==> src/rtl/prog_ctr_pkg.sv <==
// Shared types and default sizes for the program counter / fetch sequencer.
package prog_ctr_pkg;

    localparam int unsigned DEF_D         = 12;
    localparam int unsigned DEF_OFS_W     = 8;
    localparam int unsigned DEF_STK_DEPTH = 4;

    typedef enum logic [1:0] {
        IDLE,
        RUN,
        DONE
    } state_e;

    typedef enum logic [2:0] {
        NPC_HOLD,
        NPC_INC,
        NPC_JMP,
        NPC_BR,
        NPC_RET
    } npc_sel_e;

endpackage

==> src/rtl/prog_ctr_ret_stack.sv <==
// LIFO of return addresses; push is dropped when full, pop is dropped when empty.
module prog_ctr_ret_stack #(
    parameter int unsigned D     = 12,
    parameter int unsigned DEPTH = 4
) (
    input  logic         clk,
    input  logic         reset,
    input  logic         push_i,
    input  logic         pop_i,
    input  logic [D-1:0] push_data_i,
    output logic [D-1:0] tos_o,
    output logic         full_o,
    output logic         empty_o
);

    localparam int unsigned SpW  = $clog2(DEPTH + 1);
    localparam int unsigned IdxW = $clog2(DEPTH);

    logic [D-1:0]   mem_q [DEPTH];
    logic [SpW-1:0] sp_q, sp_d;
    logic [IdxW-1:0] wr_idx, tos_idx;

    assign full_o  = (sp_q == SpW'(DEPTH));
    assign empty_o = (sp_q == '0);
    assign wr_idx  = IdxW'(sp_q);
    assign tos_idx = IdxW'(sp_q - 1'b1);
    assign tos_o   = mem_q[tos_idx];

    always_comb begin
        sp_d = sp_q;
        if (push_i && !full_o) begin
            sp_d = sp_q + 1'b1;
        end else if (pop_i && !empty_o) begin
            sp_d = sp_q - 1'b1;
        end
    end

    always_ff @(posedge clk) begin
        if (reset) begin
            sp_q <= '0;
        end else begin
            sp_q <= sp_d;
        end
    end

    // Storage needs no reset: entries are only read below the stack pointer.
    always_ff @(posedge clk) begin
        if (!reset && push_i && !full_o) begin
            mem_q[wr_idx] <= push_data_i;
        end
    end

endmodule

==> src/rtl/prog_ctr.sv <==
// Program counter and fetch sequencer feeding the instruction ROM.
// Define CALL_STACK_EN to enable call/return with a hardware return stack.
module prog_ctr
    import prog_ctr_pkg::*;
#(
    parameter int unsigned D         = DEF_D,
    parameter int unsigned OFS_W     = DEF_OFS_W,
    parameter int unsigned STK_DEPTH = DEF_STK_DEPTH
) (
    input  logic             clk,
    input  logic             reset,
    input  logic             start,
    input  logic             stall,
    input  logic             halt_req,
    input  logic             jump_en,
    input  logic             branch_en,
    input  logic             taken,
    input  logic [D-1:0]     target,
    input  logic [OFS_W-1:0] offset,
    input  logic             call_en,
    input  logic             ret_en,
    output logic [D-1:0]     prog_ctr_out,
    output logic             running,
    output logic             done,
    output logic             stack_err
);

    state_e       state_q, state_d;
    logic [D-1:0] pc_q, pc_d;
    logic         running_q, done_q;
    npc_sel_e     npc_sel;
    logic [D-1:0] off_ext;
    logic [D-1:0] tos;
    logic         stk_push, stk_pop, stk_full, stk_empty;
    logic         err_q, err_d;

    assign off_ext = D'($signed(offset));

`ifdef CALL_STACK_EN
    prog_ctr_ret_stack #(
        .D     (D),
        .DEPTH (STK_DEPTH)
    ) u_ret_stack (
        .clk         (clk),
        .reset       (reset),
        .push_i      (stk_push),
        .pop_i       (stk_pop),
        .push_data_i (pc_q + 1'b1),
        .tos_o       (tos),
        .full_o      (stk_full),
        .empty_o     (stk_empty)
    );
`else
    logic unused_stack_in;
    assign unused_stack_in = ^{call_en, ret_en, stk_push, stk_pop, 1'(STK_DEPTH)};
    assign tos       = '0;
    assign stk_full  = 1'b0;
    assign stk_empty = 1'b1;
`endif

    always_comb begin
        state_d  = state_q;
        err_d    = err_q;
        stk_push = 1'b0;
        stk_pop  = 1'b0;
        npc_sel  = NPC_HOLD;
        unique case (state_q)
            IDLE: begin
                if (start) state_d = RUN;
            end
            RUN: begin
                if (!stall) begin
                    if (halt_req) begin
                        state_d = DONE;
`ifdef CALL_STACK_EN
                    end else if (ret_en) begin
                        if (stk_empty) begin
                            err_d   = 1'b1;
                            npc_sel = NPC_INC;
                        end else begin
                            stk_pop = 1'b1;
                            npc_sel = NPC_RET;
                        end
                    end else if (call_en) begin
                        // The jump happens even when the return address is lost.
                        if (stk_full) err_d = 1'b1;
                        else          stk_push = 1'b1;
                        npc_sel = NPC_JMP;
`endif
                    end else if (jump_en) begin
                        npc_sel = NPC_JMP;
                    end else if (branch_en && taken) begin
                        npc_sel = NPC_BR;
                    end else begin
                        npc_sel = NPC_INC;
                    end
                end
            end
            DONE: begin
                if (start) state_d = RUN;
            end
            default: state_d = IDLE;
        endcase
    end

    always_comb begin
        pc_d = pc_q;
        unique case (npc_sel)
            NPC_INC:  pc_d = pc_q + 1'b1;
            NPC_JMP:  pc_d = target;
            NPC_BR:   pc_d = pc_q + off_ext;
            NPC_RET:  pc_d = tos;
            default:  pc_d = pc_q;
        endcase
        if (state_q != RUN && state_d == RUN) pc_d = '0;
    end

    always_ff @(posedge clk) begin
        if (reset) begin
            state_q   <= IDLE;
            pc_q      <= '0;
            running_q <= 1'b0;
            done_q    <= 1'b0;
            err_q     <= 1'b0;
        end else begin
            state_q   <= state_d;
            pc_q      <= pc_d;
            running_q <= (state_d == RUN);
            done_q    <= (state_d == DONE);
            err_q     <= err_d;
        end
    end

    assign prog_ctr_out = pc_q;
    assign running      = running_q;
    assign done         = done_q;
`ifdef CALL_STACK_EN
    assign stack_err    = err_q;
`else
    assign stack_err    = 1'b0;
    logic unused_err;
    assign unused_err   = err_q ^ err_d ^ stk_full ^ stk_empty ^ (|tos);
`endif

endmodule

==> config.mk <==
export PLATFORM = sky130hd
export DESIGN_NAME = prog_ctr
export DESIGN_NICKNAME = d
export VERILOG_FILES = /design/src/rtl/prog_ctr_pkg.sv /design/src/rtl/prog_ctr_ret_stack.sv /design/src/rtl/prog_ctr.sv
export SDC_FILE = /design/constraint.sdc
export NUM_CORES = 1
export LEC_CHECK = 0
export CAP_MARGIN = 40
export CORE_MARGIN = 1.5
export CORE_UTILIZATION = 25
export DETAILED_ROUTE_END_ITERATION = 7
export DONT_BUFFER_PORTS = 1
export SLEW_MARGIN = 5
export SYNTH_ARGS = -nofsm -noshare
export SYNTH_HDL_FRONTEND = slang
export SYNTH_SLANG_ARGS = --single-unit
==> constraint.sdc <==
create_clock -name clk -period 4.1 [get_ports clk]
set_clock_uncertainty 0.2 [all_clocks]
set_input_delay 0.82 -clock clk [delete_from_list [all_inputs] [get_ports clk]]
set_output_delay 0.82 -clock clk [all_outputs]
set_load 0.01 [all_outputs]
Yosys cells after proc, flatten, opt, wreduce, memory -nomap -nowiden:

Index checks and enable logic that the tools add are counted.

* bits in registers: 16
* latch bits: 0
* RAM bits: 0
* bits in read-only memories: 0
* input bits: 30
* output and inout bits: 15
* logic and storage cells: 31
* memories: 0

* $add $sub $neg: 2
* multiply operators: 0
* divide/modulo/power cells: 0
* order comparisons: 0
* eq/ne operators: 9
* shifts and indexed selects: 0
* muxes and demuxes: 10
* bitwise operators: 0
* reductions and logical operators: 6

Operator list (count)
* 12-bit one-hot mux with 4 select lines: 1
* 2-bit 2-to-1 mux: 7
* 12-bit by 1-bit adder with 12-bit output (second input constant): 1
* 12-bit adder: 1
* 3-bit by 2-bit equality test with 1-bit output (second input constant): 2
* 2-bit by 1-bit equality test with 1-bit output (second input constant): 2
* 2-bit equality test (second input constant): 2
* 2-bit one-hot mux with 2 select lines: 1
* 4-bit nonzero test: 1
* 2-bit OR reduction: 2
* 3-bit by 1-bit equality test with 1-bit output (second input constant): 1
* 3-bit equality test (second input constant): 1
* 3-bit 2-to-1 mux: 1
* 1-bit logical AND: 2
* 2-bit zero test: 1
* 2-bit by 1-bit inequality test with 1-bit output (second input constant): 1

Logic depth before layout (Yosys ltp):

* depth in word-level cells: 8
* mapped depth: 13
* depth with buffers taken out: 13

Worst setup path after synthesis:

OpenSTA, ideal clock, no wires.

* path type: input -> register
* start point: input jump_en
* end point: register pc_q[10], in the netlist prog_ctr_out[10]
* library setup time: 0.122 ns
* data arrival time: 3.141 ns
* data required time: 3.778 ns
* slack: 0.637 ns
* stages: 12
* path buffers: 1
* cells stage by stage: clkbuf_1 nor3_1 nand2b_1 ha_1 inv_1 fa_1 nor2b_1 o31a_1 o41ai_4 mux2i_1 nor3_1 a311o_1

* longest elaborated chain between the ends: 6
* elaborated cells on any way between the ends: 10
* classes of those cells: eq/ne: 4; mux: 5; reduce/logical: 1

Ends and longest elaborated chain
* from (decl): RTL line prog_ctr.sv:15 `input logic jump_en,`
* 2-bit 2-to-1 mux *: RTL line prog_ctr.sv:90 `end else if (jump_en) begin`
* 2-bit 2-to-1 mux *: RTL line prog_ctr.sv:73 `if (halt_req) begin`
* 2-bit 2-to-1 mux *: RTL line prog_ctr.sv:72 `if (!stall) begin`
* 3-bit 2-to-1 mux *: RTL line prog_ctr.sv:67 `unique case (state_q)`
* 3-bit equality test (tied with other cells): RTL line prog_ctr.sv:108 `unique case (npc_sel)`
* 12-bit one-hot mux with 4 select lines or 4-bit nonzero test (tied branches)
* to (signal assigned): RTL line prog_ctr.sv:127 `pc_q <= pc_d;`
* to (decl): RTL line prog_ctr.sv:29 `logic [D-1:0] pc_q, pc_d;`

Every way passes the cells marked *; elsewhere a longest branch is shown, timed or not.
A chain may end at the register's enable or synchronous reset.

Final worst setup path:

* start point: input halt_req
* end point: register pc_q[8], in the netlist prog_ctr_out[8]

* longest elaborated chain between the ends: 6
* elaborated cells on any way between the ends: 15
* classes of those cells: eq/ne: 5; mux: 7; reduce/logical: 3

Ends and longest elaborated chain
* from (decl): RTL line prog_ctr.sv:14 `input logic halt_req,`
* 2-bit 2-to-1 mux: RTL line prog_ctr.sv:73
* 2-bit 2-to-1 mux: RTL line prog_ctr.sv:72
* 2-bit one-hot mux with 2 select lines: RTL line prog_ctr.sv:67
* 2-bit by 1-bit equality test with 1-bit output: RTL line prog_ctr.sv:115 `if (state_q != RUN && state_d == RUN) pc_d = '0;`
* 1-bit logical AND: RTL line prog_ctr.sv:115
* 2-bit OR reduction (no source line)

Several ways; a longest one is shown, not always the timed one.

==> impl_metrics.csv <==
group,metric,value,unit
status,status,"completed",
finish,fillerInstances,516,
route,ant_nets,0,
global_route,grt_antenna_before_repair,1,
timing,report.final.slew_viol_count,0,
timing,timing.hold.ws,0.3611,ns
finish,multi_input_area,852.1,um^2
finish,final_core_util,0.2869,
placed_design,place_area,1297,um^2
synth,ys.flop_type,"dfxtp_1",
cts,cts_made_buffers,3,
cts,path_clk_slew,0.07,ns
cts,h-tree-depth,1,
route,drt_iter0_markers,69,
hold_path,hold_path_class,"flop to flop",
worst_setup_path,critPathMaxFanout,7,
timing,finalSetupViolCount,0,
floorplanning,placementRows,25,
power_and_ir_drop,max-vdd-ir-drop,0.08734,mV
worst_setup_path,required,4.04,ns
finish,drive_gt1_frac,0.08387,
cts,cts.path.max_buffers,2,
timing,final.setup.tns,0,ns
global_route,grt_max_degree,23,
synth,avgSynthCellArea,7.879,um^2
route,vias_per_cell,5.018,
global_route,grt_pass1_vias,1117,
placed_design,hpwl,2495,um
cts,cts-hold-fix-buffers,0,
synth,synth-edff-count,0,
worst_setup_path,endpoint_kind,"flop",
synth,synth_warnings,0,
global_route,grt_pass1_wl,5402,um
power_and_ir_drop,pwr_density_cell,249.8,nW/um^2
cts,cts_tree,"done",
synth,ys_async_sr_fraction,0,
cts,insertion_delay,0.25,ns
placed_design,place_ws,0.5392,ns
placed_design,dp_cells,218,
worst_setup_path,start_kind,"input pin",
cts,postCtsSetupBuffers,0,
placed_design,globalplace.congestion,0.7754,
finish,nNetsFinal,194,
cts,root_buffer,"clkbuf_8",
floorplanning,die_w,72.89,um
cts,cts_resized,0,
power_and_ir_drop,total_power,0.3385,mW
timing,max_freq,305.2,MHz
synth,synth_area,1221,um^2
floorplanning,die-area,5313,um^2
synth,ys_types,39,
cts,cts_num_sinks,16,
worst_setup_path,worstSetupPathType,"input pin to flop",
timing,finalHoldViolCount,0,
synth,syn_nets,193,
floorplanning,start_util,0.2585,
route,dr.pass1.iters,4,
timing,fin_crit_sh,0.7991,
placed_design,portBuffers,0,
finish,syn_to_final_growth,10.96,%
floorplanning,die_y,72.89,um
run,drv_cap,0,
synth,ys_seq_area_frac,0.2623,
worst_setup_path,worstPathArrival,3.22,ns
timing,rsz0062_at_grt,"no",
timing,period_needed,3.276,ns
finish,seq_area,320.3,um^2
route,route.detailed.drc,0,
finish,final_cells,223,
global_route,gr-total-overflow,0,
power_and_ir_drop,leakagePower,0.5222,nW
route,wirelength,3182,um
route,wire_per_inst,14.27,um
global_route,grt_use_total,0.1324,
synth,synth_cells,155,
floorplanning,core_area,4723,um^2
finish,fin_area,1355,um^2
floorplanning,ios,45,
route,routed-via-count,1119,
synth,synth-seq-cells,16,
timing,final.setup.worst_slack,0.8238,ns
## power breakdown
| group | internal (mW) | leakage (nW) | switching (mW) |
|---|---|---|---|
| Combinational | 0.0114 | 0.364 | 0.0158 |
| Clock | 0.0854 | 0.0288 | 0.0607 |
| Sequential | 0.160 | 0.130 | 0.00567 |
## registers in the layout, indices dropped and copies added, names as in the netlist
name / count
prog_ctr_out: 12
state_q: 2
done: 1
running: 1
## synth_stat cells (all sizes together), types with 4 or more instances
master,instances,share of area
o21ai,5,0.024
a211oi,9,0.055
mux2i,5,0.041
nor3,12,0.049
nor2,21,0.065
nand2,14,0.045
dfxtp,16,0.26
nand3,5,0.020
a311o,5,0.041
a21oi,10,0.041
and2,7,0.036
ha,7,0.072
nor2b,4,0.020
inv,5,0.015
clkbuf,6,0.018
## cell families (layout without fill, tap and decap cells)
kind of cell,count (synthesis),after routing,synth area share
multiplexers,5,5,0.04099
AO/OA/AOI/OAI,38,38,0.2367
buffers and inverters,12,12,0.03996
XOR/XNOR,3,3,0.02152
flip-flops,16,16,0.2623
AND/OR/NAND/NOR,72,72,0.3074
adder cells (fa/ha/maj),8,8,0.08811
other,1,2,0.003071
## final timing paths
check / slack (ns) / cells after the start / start / end
hold / removal: 0.36 / 2 / prog_ctr_out[0]$_SDFFE_PP0P_ / prog_ctr_out[0]$_SDFFE_PP0P_
setup / recovery: 0.82 / 14 / halt_req / prog_ctr_out[8]$_SDFFE_PP0P_
hold reg to reg: 0.36 / 2 / prog_ctr_out[0]$_SDFFE_PP0P_ / prog_ctr_out[0]$_SDFFE_PP0P_
setup reg to reg: 0.83 / 14 / state_q[0]$_SDFF_PP0_ / prog_ctr_out[8]$_SDFFE_PP0P_
## layout by cell type, fill, tap and decap left out, types with 2 or more instances in the layout
cell type	netlist	final
mux2i_1	5	5
a21oi_1	10	10
xnor2_1	2	2
ha_1	7	7
a211oi_1	9	9
a311o_1	5	5
nand3_1	5	5
clkbuf_8	0	4
o21a_1	2	2
buf_4	1	3
o21ai_0	4	4
nor2b_1	4	4
o31a_1	2	2
nand2_1	13	13
nor3_1	12	12
and2_1	6	6
dfxtp_1	16	16
nor2_1	21	21
inv_1	5	5
## per-layer routing
layer,GRT usage,up-vias,share of wire
li1,-,568,-
met1,0.1516,512,0.42
met5,0,-,0
met2,0.2202,34,0.48
met4,0.05031,0,0.014
met3,0.05387,5,0.083
## critical path, cell delays in order
cell	delay, ns
nor2_1	0.08
nand2_1	0.08
nor3_1	0.18
buf_4	0.17
nand2b_1	0.06
ha_1	0.21
inv_1	0.08
fa_1	0.19
nor2b_1	0.07
o31a_1	0.30
o41ai_4	0.28
mux2i_1	0.30
nor3_1	0.07
a311o_1	0.33
## final cells by class
| class | count | area share |
|---|---|---|
| antenna | 1 | 0.001847 |
| clock buffer | 4 | 0.04063 |
| timing repair buffer | 3 | 0.01662 |
| multi-input combinational | 127 | 0.6288 |
| tap | 67 | 0.06187 |
| sequential | 16 | 0.2364 |
| inverter | 5 | 0.01385 |
No activity file was read; power rests on OpenSTA's default activity.
